File: config.mk
export PLATFORM = sky130hd
export DESIGN_NAME = axil_slave_if
export DESIGN_NICKNAME = d
export VERILOG_FILES = /design/src/rtl/axil_pkg.sv /design/src/rtl/axil_txn_wait.sv /design/src/rtl/axil_slave_if.sv
export SDC_FILE = /design/constraint.sdc
export NUM_CORES = 1
export LEC_CHECK = 0
export CELL_PAD_IN_SITES_DETAIL_PLACEMENT = 1
export CELL_PAD_IN_SITES_GLOBAL_PLACEMENT = 1
export CORE_AREA = 5 5 132 134
export CTS_CLUSTER_DIAMETER = 120
export DETAILED_ROUTE_END_ITERATION = 16
export DIE_AREA = 0 0 137 139
export GPL_ROUTABILITY_DRIVEN = 0
export PLACE_DENSITY = 0.75
export SYNTH_ARGS = -nofsm -noshare
export SYNTH_HDL_FRONTEND = slang
export SYNTH_HIERARCHICAL = 1
export SYNTH_SLANG_ARGS = --single-unit
File: constraint.sdc
create_clock -name clk -period 2.35 [get_ports clk]
set_input_delay 0.3525 -clock clk [delete_from_list [all_inputs] [get_ports clk]]
set_output_delay 0.3525 -clock clk [all_outputs]
set_load 0.03 [all_outputs]
File: src/rtl/axil_pkg.sv
// Shared types and constants for the AXI4-Lite slave front-end and its
// acknowledge/timeout helper.
package axil_pkg;

    typedef enum logic [1:0] {
        RESP_OKAY   = 2'b00,
        RESP_SLVERR = 2'b10
    } resp_e;

    typedef enum logic [1:0] {
        W_COLLECT = 2'd0,
        W_ISSUE   = 2'd1,
        W_WAIT    = 2'd2,
        W_RESP    = 2'd3
    } wr_state_e;

    typedef enum logic [1:0] {
        R_IDLE  = 2'd0,
        R_ISSUE = 2'd1,
        R_WAIT  = 2'd2,
        R_RESP  = 2'd3
    } rd_state_e;

    // Register accesses are whole 32-bit words, so the two low address bits must be zero.
    localparam int ALIGN_LSB_W = 2;
    localparam logic [ALIGN_LSB_W-1:0] ALIGN_ZERO = 2'b00;

    function automatic logic addr_aligned(input logic [ALIGN_LSB_W-1:0] lsbs);
        return (lsbs == ALIGN_ZERO);
    endfunction

endpackage

File: src/rtl/axil_txn_wait.sv
// Waits for a single-cycle register acknowledge and flags a timeout when none
// arrives within TIMEOUT cycles; an ack in the last counting cycle still wins.
module axil_txn_wait
    import axil_pkg::*;
#(
    parameter int TIMEOUT = 16
) (
    input  logic clk,
    input  logic rst,
    input  logic start,
    input  logic active,
    input  logic ack,
    output logic done,
    output logic timed_out
);

    localparam int CNT_W = $clog2(TIMEOUT + 1);
    localparam logic [CNT_W-1:0] CNT_MAX  = CNT_W'(TIMEOUT);
    localparam logic [CNT_W-1:0] CNT_LAST = CNT_W'(TIMEOUT - 1);
    localparam logic [CNT_W-1:0] CNT_ONE  = CNT_W'(1);
    localparam logic [CNT_W-1:0] CNT_ZERO = CNT_W'(0);

    logic [CNT_W-1:0] cnt_r;

    // Saturating wait counter, cleared on the cycle before the wait begins.
    always_ff @(posedge clk) begin
        if (rst) begin
            cnt_r <= CNT_ZERO;
        end else if (start) begin
            cnt_r <= CNT_ZERO;
        end else if (active && (cnt_r != CNT_MAX)) begin
            cnt_r <= cnt_r + CNT_ONE;
        end else begin
            cnt_r <= cnt_r;
        end
    end

    // Completion decode; ack has priority over the timeout in the last cycle.
    always_comb begin
        done      = active & ack;
        timed_out = active & ~ack & (cnt_r == CNT_LAST);
    end

endmodule

File: src/rtl/axil_slave_if.sv
// AXI4-Lite slave front-end: turns each accepted write or read into a single
// request pulse toward the register block and returns a held B/R response.
module axil_slave_if
    import axil_pkg::*;
#(
    parameter int ADDR_W  = 8,
    parameter int DATA_W  = 32,
    parameter int TIMEOUT = 16
) (
    input  logic                clk,
    input  logic                rst,
    input  logic                awvalid,
    output logic                awready,
    input  logic [ADDR_W-1:0]   awaddr,
    input  logic                wvalid,
    output logic                wready,
    input  logic [DATA_W-1:0]   wdata,
    input  logic [DATA_W/8-1:0] wstrb,
    output logic                bvalid,
    input  logic                bready,
    output logic [1:0]          bresp,
    input  logic                arvalid,
    output logic                arready,
    input  logic [ADDR_W-1:0]   araddr,
    output logic                rvalid,
    input  logic                rready,
    output logic [DATA_W-1:0]   rdata,
    output logic [1:0]          rresp,
    output logic                reg_awvalid,
    output logic                reg_wvalid,
    output logic [ADDR_W-1:0]   reg_awaddr,
    output logic [DATA_W-1:0]   reg_wdata,
    input  logic                reg_bvalid,
    output logic                reg_arvalid,
    output logic [ADDR_W-1:0]   reg_araddr,
    input  logic                reg_rvalid,
    input  logic [DATA_W-1:0]   reg_rdata
);

    localparam int STRB_W = DATA_W / 8;
    localparam logic [STRB_W-1:0] STRB_ALL  = {STRB_W{1'b1}};
    localparam logic [ADDR_W-1:0] ADDR_ZERO = {ADDR_W{1'b0}};
    localparam logic [DATA_W-1:0] DATA_ZERO = {DATA_W{1'b0}};
    localparam logic [STRB_W-1:0] STRB_ZERO = {STRB_W{1'b0}};

    // ---------------- write path ----------------
    wr_state_e         wr_state_r, wr_next_s;
    logic              aw_held_r, w_held_r, aw_held_nx_s, w_held_nx_s;
    logic [ADDR_W-1:0] aw_addr_r, aw_addr_nx_s;
    logic [DATA_W-1:0] w_data_r, w_data_nx_s;
    logic [STRB_W-1:0] w_strb_r, w_strb_nx_s;
    logic              aw_fire_s, w_fire_s, b_fire_s, wr_ok_s;
    logic              wr_start_s, wr_done_s, wr_tmo_s;
    logic              awready_r, wready_r, wr_pulse_r, bvalid_r;
    logic [ADDR_W-1:0] reg_awaddr_r;
    logic [DATA_W-1:0] reg_wdata_r;
    resp_e             bresp_r;
    logic              awready_d_s, wready_d_s, wr_pulse_d_s, bvalid_d_s;
    logic [ADDR_W-1:0] reg_awaddr_d_s;
    logic [DATA_W-1:0] reg_wdata_d_s;
    resp_e             bresp_d_s;

    // Beat capture: the values the holding registers take at the next edge.
    always_comb begin
        aw_fire_s    = awvalid & awready_r;
        w_fire_s     = wvalid & wready_r;
        b_fire_s     = bvalid_r & bready;
        aw_addr_nx_s = aw_fire_s ? awaddr : aw_addr_r;
        w_data_nx_s  = w_fire_s ? wdata : w_data_r;
        w_strb_nx_s  = w_fire_s ? wstrb : w_strb_r;
        if ((wr_state_r == W_RESP) && b_fire_s) begin
            aw_held_nx_s = 1'b0;
            w_held_nx_s  = 1'b0;
        end else begin
            aw_held_nx_s = aw_held_r | aw_fire_s;
            w_held_nx_s  = w_held_r | w_fire_s;
        end
        wr_ok_s    = addr_aligned(aw_addr_nx_s[ALIGN_LSB_W-1:0]) && (w_strb_nx_s == STRB_ALL);
        wr_start_s = (wr_state_r == W_ISSUE) && wr_ok_s;
    end

    // Holding registers for the AW and W beats.
    always_ff @(posedge clk) begin
        if (rst) begin
            aw_held_r <= 1'b0;
            w_held_r  <= 1'b0;
            aw_addr_r <= ADDR_ZERO;
            w_data_r  <= DATA_ZERO;
            w_strb_r  <= STRB_ZERO;
        end else begin
            aw_held_r <= aw_held_nx_s;
            w_held_r  <= w_held_nx_s;
            aw_addr_r <= aw_addr_nx_s;
            w_data_r  <= w_data_nx_s;
            w_strb_r  <= w_strb_nx_s;
        end
    end

    axil_txn_wait #(.TIMEOUT(TIMEOUT)) u_wr_wait (
        .clk       (clk),
        .rst       (rst),
        .start     (wr_start_s),
        .active    (wr_state_r == W_WAIT),
        .ack       (reg_bvalid),
        .done      (wr_done_s),
        .timed_out (wr_tmo_s)
    );

    // Write FSM next-state.
    always_comb begin
        wr_next_s = wr_state_r;
        case (wr_state_r)
            W_COLLECT: if (aw_held_nx_s && w_held_nx_s) wr_next_s = W_ISSUE; else wr_next_s = W_COLLECT;
            W_ISSUE:   if (wr_ok_s) wr_next_s = W_WAIT; else wr_next_s = W_RESP;
            W_WAIT:    if (wr_done_s || wr_tmo_s) wr_next_s = W_RESP; else wr_next_s = W_WAIT;
            W_RESP:    if (b_fire_s) wr_next_s = W_COLLECT; else wr_next_s = W_RESP;
            default:   wr_next_s = W_COLLECT;
        endcase
    end

    // Write FSM outputs, computed one cycle early so every port is a flop.
    always_comb begin
        awready_d_s    = (wr_next_s == W_COLLECT) && !aw_held_nx_s;
        wready_d_s     = (wr_next_s == W_COLLECT) && !w_held_nx_s;
        wr_pulse_d_s   = (wr_next_s == W_ISSUE) && wr_ok_s;
        reg_awaddr_d_s = wr_pulse_d_s ? aw_addr_nx_s : ADDR_ZERO;
        reg_wdata_d_s  = wr_pulse_d_s ? w_data_nx_s : DATA_ZERO;
        bvalid_d_s     = (wr_next_s == W_RESP);
        bresp_d_s      = bresp_r;
        case (wr_state_r)
            W_ISSUE: begin
                if (!wr_ok_s) bresp_d_s = RESP_SLVERR; else bresp_d_s = bresp_r;
            end
            W_WAIT: begin
                if (wr_done_s)     bresp_d_s = RESP_OKAY;
                else if (wr_tmo_s) bresp_d_s = RESP_SLVERR;
                else               bresp_d_s = bresp_r;
            end
            default: bresp_d_s = bresp_r;
        endcase
    end

    // Write FSM state and registered outputs.
    always_ff @(posedge clk) begin
        if (rst) begin
            wr_state_r   <= W_COLLECT;
            awready_r    <= 1'b0;
            wready_r     <= 1'b0;
            wr_pulse_r   <= 1'b0;
            reg_awaddr_r <= ADDR_ZERO;
            reg_wdata_r  <= DATA_ZERO;
            bvalid_r     <= 1'b0;
            bresp_r      <= RESP_OKAY;
        end else begin
            wr_state_r   <= wr_next_s;
            awready_r    <= awready_d_s;
            wready_r     <= wready_d_s;
            wr_pulse_r   <= wr_pulse_d_s;
            reg_awaddr_r <= reg_awaddr_d_s;
            reg_wdata_r  <= reg_wdata_d_s;
            bvalid_r     <= bvalid_d_s;
            bresp_r      <= bresp_d_s;
        end
    end

    // ---------------- read path ----------------
    rd_state_e         rd_state_r, rd_next_s;
    logic [ADDR_W-1:0] ar_addr_r, ar_addr_nx_s;
    logic              ar_fire_s, r_fire_s, rd_ok_s;
    logic              rd_start_s, rd_done_s, rd_tmo_s;
    logic              arready_r, rd_pulse_r, rvalid_r;
    logic [ADDR_W-1:0] reg_araddr_r;
    logic [DATA_W-1:0] rdata_r;
    resp_e             rresp_r;
    logic              arready_d_s, rd_pulse_d_s, rvalid_d_s;
    logic [ADDR_W-1:0] reg_araddr_d_s;
    logic [DATA_W-1:0] rdata_d_s;
    resp_e             rresp_d_s;

    // Read address capture and alignment check.
    always_comb begin
        ar_fire_s    = arvalid & arready_r;
        r_fire_s     = rvalid_r & rready;
        ar_addr_nx_s = ar_fire_s ? araddr : ar_addr_r;
        rd_ok_s      = addr_aligned(ar_addr_nx_s[ALIGN_LSB_W-1:0]);
        rd_start_s   = (rd_state_r == R_ISSUE) && rd_ok_s;
    end

    axil_txn_wait #(.TIMEOUT(TIMEOUT)) u_rd_wait (
        .clk       (clk),
        .rst       (rst),
        .start     (rd_start_s),
        .active    (rd_state_r == R_WAIT),
        .ack       (reg_rvalid),
        .done      (rd_done_s),
        .timed_out (rd_tmo_s)
    );

    // Read FSM next-state.
    always_comb begin
        rd_next_s = rd_state_r;
        case (rd_state_r)
            R_IDLE:  if (ar_fire_s) rd_next_s = R_ISSUE; else rd_next_s = R_IDLE;
            R_ISSUE: if (rd_ok_s) rd_next_s = R_WAIT; else rd_next_s = R_RESP;
            R_WAIT:  if (rd_done_s || rd_tmo_s) rd_next_s = R_RESP; else rd_next_s = R_WAIT;
            R_RESP:  if (r_fire_s) rd_next_s = R_IDLE; else rd_next_s = R_RESP;
            default: rd_next_s = R_IDLE;
        endcase
    end

    // Read FSM outputs; rdata/rresp only change on entry to R_RESP.
    always_comb begin
        arready_d_s    = (rd_next_s == R_IDLE);
        rd_pulse_d_s   = (rd_next_s == R_ISSUE) && rd_ok_s;
        reg_araddr_d_s = rd_pulse_d_s ? ar_addr_nx_s : ADDR_ZERO;
        rvalid_d_s     = (rd_next_s == R_RESP);
        rdata_d_s      = rdata_r;
        rresp_d_s      = rresp_r;
        case (rd_state_r)
            R_ISSUE: begin
                if (!rd_ok_s) begin
                    rdata_d_s = DATA_ZERO;
                    rresp_d_s = RESP_SLVERR;
                end else begin
                    rdata_d_s = rdata_r;
                    rresp_d_s = rresp_r;
                end
            end
            R_WAIT: begin
                if (rd_done_s) begin
                    rdata_d_s = reg_rdata;
                    rresp_d_s = RESP_OKAY;
                end else if (rd_tmo_s) begin
                    rdata_d_s = DATA_ZERO;
                    rresp_d_s = RESP_SLVERR;
                end else begin
                    rdata_d_s = rdata_r;
                    rresp_d_s = rresp_r;
                end
            end
            default: begin
                rdata_d_s = rdata_r;
                rresp_d_s = rresp_r;
            end
        endcase
    end

    // Read FSM state and registered outputs.
    always_ff @(posedge clk) begin
        if (rst) begin
            rd_state_r   <= R_IDLE;
            ar_addr_r    <= ADDR_ZERO;
            arready_r    <= 1'b0;
            rd_pulse_r   <= 1'b0;
            reg_araddr_r <= ADDR_ZERO;
            rvalid_r     <= 1'b0;
            rdata_r      <= DATA_ZERO;
            rresp_r      <= RESP_OKAY;
        end else begin
            rd_state_r   <= rd_next_s;
            ar_addr_r    <= ar_addr_nx_s;
            arready_r    <= arready_d_s;
            rd_pulse_r   <= rd_pulse_d_s;
            reg_araddr_r <= reg_araddr_d_s;
            rvalid_r     <= rvalid_d_s;
            rdata_r      <= rdata_d_s;
            rresp_r      <= rresp_d_s;
        end
    end

    assign awready     = awready_r;
    assign wready      = wready_r;
    assign bvalid      = bvalid_r;
    assign bresp       = bresp_r;
    assign reg_awvalid = wr_pulse_r;
    assign reg_wvalid  = wr_pulse_r;
    assign reg_awaddr  = reg_awaddr_r;
    assign reg_wdata   = reg_wdata_r;
    assign arready     = arready_r;
    assign rvalid      = rvalid_r;
    assign rdata       = rdata_r;
    assign rresp       = rresp_r;
    assign reg_arvalid = rd_pulse_r;
    assign reg_araddr  = reg_araddr_r;

endmodule

==> results_dict.tcl, run 1 <==
set metrics [dict create \
    ff_latch_area_um2 3140 \
    start_kind "flop" \
    yosysWarnings 6 \
    synthFlopType "dfxtp_1" \
    setup_viol 0 \
    cp.required_ps 2650 \
    cp_data_arrival_time_ps 2430 \
    drt_pass1_iterations 4 \
    initial_core_util 0.329 \
    power.leakage_nw 3.24 \
    slowest_delay_ps 490 \
    drt.antenna.violating_nets 0 \
    die_x_um 137 \
    final_common_cell "clkdlybuf4s50_1" \
    clockBufferDepth 2 \
    drt_wl_total_mm 15.3 \
    die-height_um 139 \
    core.rowCount 47 \
    hpwlAfterDp_mm 11.1 \
    status "finished, final reports clean" \
    cp_top_family "simple AND/OR/NAND/NOR gates" \
    min_period_ps 2130 \
    area_growth_pct 49.4 \
    cp-end-kind "flop" \
    viasPerCell 4.68 \
    grt_overflow 0 \
    clk_latency_ps 420 \
    vias 4318 \
    track_usage 0.161 \
    diodes 0 \
    die_area_um2 19000 \
    crit_fanout 32 \
    wl_per_cell_um 16.6 \
    drive_gt1_frac 0.114 \
    nFillCells 1747 \
    drv_cap 0 \
    max-vdd-ir-drop_mv 0.553 \
    ys_seq_area_frac 0.590 \
    drc 0 \
    cts-buffers-inserted 17 \
    nets 789 \
    dpl.cell_count 891 \
    cts_tree "built" \
    clk_pin_slew_ps 60 \
    fin_setup_tns_ps 0 \
    grt_pass1_wl_mm 24.1 \
    cellPowerDensity_nw_per_um2 824 \
    hold_buffers 0 \
    final_cell_mix "clkdlybuf4s50_1 (181), dfxtp_1 (157), nor2_1 (101)" \
    synth-edff-count 0 \
    synth.distinct_cells 53 \
    tightest_slew_ps 597 \
    io_buffers 182 \
    synth_seq_cells 157 \
    path_class "reg2reg" \
    hp-class "in2reg" \
    rsz0062_at_grt "false" \
    grt_pass1_vias 4830 \
    grt_max_degree 42 \
    core-area_um2 16200 \
    hold_violations 0 \
    syn_inst 498 \
    multiInputGateArea_um2 2020 \
    synthesis.area_um2 5320 \
    drt_iter0_drc 140 \
    fmax_ghz 0.470 \
    syn_area_per_cell_um2 10.7 \
    finClkSkew_ps 9.65 \
    post_cts_buffers 0 \
    fin_cells 923 \
    antenna_found_initial 0 \
    htreeDepth 4 \
    cts_sinks 157 \
    path_buf_inv 1 \
    cts_root_buf "clkbuf_16" \
    async_flop_share 0 \
    relSlewSlack 0.602 \
    design.portCount 185 \
    cts_resized 0 \
    worstPathCellList "and2b_1, nand2_1, nor2_1, o21ai_1, and3b_1, buf_4, a22o_2" \
    maxSlewViolCount 0 \
    critPathSlowestCell "and2b_1" \
    fin_crit_sh 0.905 \
]
## final cells by class
cell class,instances,area share
repair buffers,194,0.241
well taps,220,0.0346
inverters,10,0.00472
multi-input cells,310,0.254
flip-flops and latches,157,0.395
clock inverters,13,0.0134
clock buffers,19,0.0569
## flip-flops by register name, summed over array words and instances, names as in the netlist, 2 cells and up
| signal | cells |
|---|---|
| rdata | 32 |
| reg_wdata | 32 |
| w_data_r | 32 |
| ar_addr_r | 8 |
| aw_addr_r | 8 |
| reg_araddr | 8 |
| reg_awaddr | 8 |
| u_rd_wait/cnt_r | 5 |
| u_wr_wait/cnt_r | 5 |
| w_strb_r | 4 |
| rd_state_r | 2 |
| wr_state_r | 2 |
## synthesized netlist by cell type, types with 3 or more instances
cell | count | area (µm²)
nand3_1 | 7 | 35.0
o21ai_1 | 3 | 15.0
a22o_1 | 10 | 87.6
inv_1 | 10 | 37.5
mux2i_1 | 43 | 430
nor2_1 | 102 | 383
o21ai_0 | 8 | 40.0
and2_1 | 3 | 18.8
nor3_1 | 4 | 20.0
nand2_1 | 25 | 93.8
a21oi_1 | 16 | 80.1
a22o_2 | 22 | 220
nand4_1 | 6 | 37.5
nor2b_1 | 3 | 18.8
buf_2 | 6 | 30.0
dfxtp_1 | 157 | 3140
buf_4 | 6 | 45.0
a21boi_1 | 4 | 30.0
clkbuf_1 | 5 | 18.8
buf_6 | 5 | 56.3
buf_1 | 4 | 15.0
ha_1 | 6 | 75.1
## worst paths after layout
kind / endpoint / slack [ps] / depth (start not counted) / startpoint
setup reg to reg: rdata[0] / 220 / 7 / rd_state_r[0]
setup / recovery: rdata[0] / 220 / 7 / rd_state_r[0]
hold reg to reg: ar_addr_r[0] / 460 / 2 / ar_addr_r[0]
hold / removal: w_data_r[9] / 350 / 2 / rst
## layer usage
layer	wire length [µm]	global-route usage
met4	165	0.0551
met1	5920	0.161
met2	7630	0.285
met5	0	0
met3	1570	0.0816
## stage by stage
| step | area, µm² | worst slack [ps] | hold slack, ps | power [mW] | util |
|---|---|---|---|---|---|
| 2_1_floorplan | 5340 | 540 | 423 | 3.62 | - |
| 3_3_place_gp | 7390 | 204 | 445 | 3.98 | 0.457 |
| 3_5_place_dp | 7390 | 131 | 459 | 4.04 | 0.457 |
| 4_1_cts | 7950 | 223 | 343 | 6.66 | 0.492 |
| 5_1_grt | 7950 | 110 | 352 | 6.88 | 0.492 |
| 6_report | 7950 | 224 | 351 | 6.55 | 0.492 |
## kinds of logic after synthesis
| logic type | count (synthesis) | share of synthesized area |
|---|---|---|
| adders and majority gates | 6 | 0.0141 |
| buffers and inverters | 36 | 0.0381 |
| DFF | 157 | 0.590 |
| muxes | 43 | 0.0808 |
| xor gates and xnor gates | 2 | 0.00329 |
| AOI/OAI and AO/OA | 81 | 0.117 |
| and+or+nand+nor | 172 | 0.156 |
| other | 1 | 0.000704 |
## report_power, final
part           switching (mW)  internal (mW)  total [mW]
Clock                    1.15           1.44        2.58
Sequential              0.118           2.84        2.95
Combinational           0.534          0.480        1.01
Total                    1.80           4.75        6.55
No activity file was read; power rests on OpenSTA's default activity.
==> run 2, diff against run 1 <==
--- a/config.mk
+++ b/config.mk
@@ -5,14 +5,16 @@
 export SDC_FILE = /design/constraint.sdc
 export NUM_CORES = 1
 export LEC_CHECK = 0
+export ABC_AREA = 1
 export CELL_PAD_IN_SITES_DETAIL_PLACEMENT = 1
 export CELL_PAD_IN_SITES_GLOBAL_PLACEMENT = 1
-export CORE_AREA = 5 5 132 134
+export CORE_AREA = 5 5 136 138
 export CTS_CLUSTER_DIAMETER = 120
 export DETAILED_ROUTE_END_ITERATION = 16
-export DIE_AREA = 0 0 137 139
+export DIE_AREA = 0 0 141 143
 export GPL_ROUTABILITY_DRIVEN = 0
 export PLACE_DENSITY = 0.75
+export SLEW_MARGIN = 20
 export SYNTH_ARGS = -nofsm -noshare
 export SYNTH_HDL_FRONTEND = slang
 export SYNTH_HIERARCHICAL = 1
==> constraint.sdc (replaced) <==
create_clock -name clk -period 2.35 [get_ports clk]
set_input_delay 0.3525 -clock clk [delete_from_list [all_inputs] [get_ports clk]]
set_output_delay 0.3525 -clock clk [all_outputs]
set_load 0.1 [all_outputs]
==> run 2 against run 1 <==
Against the previous run: register-to-register slack improved by 50 ps; sequential power is 2% higher; sequential share of layout area grew 0.22 points; die area grew 5.9%; first-iteration DRC count decreased by 11%; wire length grew 0.14%; global-route usage shrank 0.87 points; critical path type unchanged; critical endpoint is now reg_wdata[10].
==> results_dict.tcl, run 2 <==
set metrics [dict create \
    cts_root_buf "clkbuf_16" \
    ys_seq_area_frac 0.568 \
    cts_resized 0 \
    post_cts_buffers 0 \
    hold_buffers 0 \
    htreeDepth 4 \
    track_usage 0.152 \
    synthTopCellsByCount "dfxtp_1 (157), nand2_1 (114), nor2_1 (113)" \
    cts_tree "built" \
    nFillCells 2016 \
    hold_violations 0 \
    fin_crit_sh 0.882 \
    start_kind "flop" \
    die_area_um2 20200 \
    cts_sinks 157 \
    wl_per_cell_um 14.7 \
    diodes 0 \
    nets 903 \
    drt_iter0_drc 125 \
    design.portCount 185 \
    yosysMostFrequentCell "dfxtp_1" \
    crit_fanout 39 \
    final_common_cell "dfxtp_1" \
    tightest_slew_ps 555 \
    synth_top_area_frac 0.568 \
    die_x_um 141 \
    min_period_ps 2070 \
    finClkSkew_ps 7.18 \
    maxSlewViolCount 0 \
    cp.required_ps 2650 \
    grt_pass1_vias 4998 \
    grt_max_degree 47 \
    core.rowCount 48 \
    drive_gt1_frac 0.193 \
    multiInputGateArea_um2 2050 \
    synth_seq_cells 157 \
    setup_viol 0 \
    power.leakage_nw 3.54 \
    clockBufferDepth 2 \
    viasPerCell 4.43 \
    hp-class "in2reg" \
    clk_latency_ps 420 \
    cp-end-kind "flop" \
    final_cell_mix "dfxtp_1 (157), nand2_1 (114), nor2_1 (113)" \
    initial_core_util 0.325 \
    synth.distinct_cells 29 \
    path_class "reg2reg" \
    drt_wl_total_mm 15.3 \
    yosys-top-cells-area "dfxtp_1 (57%), mux2i_1 (8.0%), nand2_1 (7.7%), nor2_1 (7.7%), a21oi_1 (4.0%)" \
    cts-buffers-inserted 17 \
    synth-edff-count 0 \
    yosysWarnings 6 \
    fmax_ghz 0.483 \
    dpl-instance-area_um2 7330 \
    drt.antenna.violating_nets 0 \
    relSlewSlack 0.630 \
    yosysTopAreaCell "dfxtp_1" \
    hpwlAfterDp_mm 11.5 \
    worst_hold_slack_ps 393 \
    area_growth_pct 42.8 \
    drt_pass1_iterations 4 \
    fin_setup_tns_ps 0 \
    drc 0 \
    stdcell_area_um2 7910 \
    syn_inst 621 \
    grt_pass1_wl_mm 24.5 \
    cellPowerDensity_nw_per_um2 939 \
    async_flop_share 0 \
    rsz0062_at_grt "false" \
    clk_pin_slew_ps 70 \
    drv_cap 0 \
    syn_area_per_cell_um2 8.92 \
    dpl.cell_count 1010 \
    status "finished, final reports clean" \
    synthFlopType "dfxtp_1" \
    io_buffers 182 \
    cp_data_arrival_time_ps 2370 \
    fin_cells 1042 \
    grt_overflow 0 \
    antenna_found_initial 0 \
    vias 4615 \
    ff_latch_area_um2 3140 \
    max-vdd-ir-drop_mv 0.532 \
    die-height_um 143 \
    power_mw 7.43 \
    core-area_um2 17100 \
    synthesis.area_um2 5540 \
]
run 2: changes by cell type after synthesis, moves of 8 or more:
cell	previous run	this run
nor2_4	0	9
o21ai_0	8	0
nand2_1	25	114
a22o_2	22	0
nand3_1	7	18
a22o_1	10	0
inv_1	10	45
a21oi_1	16	44
nor2_1	102	113
run 2: critical path, cell delays in order (launching register included):
cell and delay [ps]:
dfxtp_1 330, ha_1 220, inv_1 70, nor3_1 50, ha_1 170, nand2_1 60
nor2_1 50, nor2_1 110, nor2_1 70, a31oi_1 210, nand3_2 130, nand3_2 100
buf_12 260, nor2_1 100
run 2: power by group:
part / leakage (nW) / switching (mW) / internal, mW / total [mW]
Sequential: 1.27 / 0.131 / 2.89 / 3.02
Combinational: 1.99 / 1.17 / 0.560 / 1.73
Clock: 0.276 / 1.16 / 1.52 / 2.68
run 2: area by class of cell:
type                    count  share of cell area
multi-input cells         391               0.260
flip-flops and latches    157               0.397
inverters                  47              0.0223
well taps                 225              0.0356
clock inverters            12              0.0163
repair buffers            190               0.212
clock buffers              20              0.0565
run 2: path summary, 6_finish.rpt:
check	start	end	slack, ps	cells past startpoint
setup reg to reg	u_wr_wait/cnt_r[0]	reg_wdata[10]	280	13
setup / recovery	u_wr_wait/cnt_r[0]	reg_wdata[10]	280	13
hold reg to reg	rdata[31]	rdata[31]	460	2
hold / removal	rst	rvalid	390	2
run 2: kinds of logic after synthesis:
logic type,share of synthesized area
AO/OA/AOI/OAI,0.0499
flip-flops,0.568
adder cells (fa/ha/maj),0.0136
multiplexers,0.0795
other,0.000677
buffers and inverters,0.0648
AND/OR/NAND/NOR,0.224
run 2: through the flow:
| stage | utilization | setup WS (ps) |
|---|---|---|
| 2_1_floorplan | - | 22.7 |
| 3_3_place_gp | 0.430 | 148 |
| 3_5_place_dp | 0.430 | 46.2 |
| 4_1_cts | 0.464 | 250 |
| 5_1_grt | 0.464 | 88.8 |
| 6_report | 0.464 | 278 |
run 2: routing by layer:
layer | vias up | track usage | wire length, µm
met5 | - | 0 | 0
met4 | 0 | 0.0551 | 219
met3 | 16 | 0.0569 | 1140
met2 | 129 | 0.270 | 7960
met1 | 2161 | 0.167 | 5990
li1 | 2309 | - | -
==> run 3, diff against run 2 <==
--- a/config.mk
+++ b/config.mk
@@ -6,6 +6,7 @@
 export NUM_CORES = 1
 export LEC_CHECK = 0
 export ABC_AREA = 1
+export CAP_MARGIN = 10
 export CELL_PAD_IN_SITES_DETAIL_PLACEMENT = 1
 export CELL_PAD_IN_SITES_GLOBAL_PLACEMENT = 1
 export CORE_AREA = 5 5 136 138
==> results of run 3 <==
The final DEF is identical to that of run 2; final timing and power are the same.
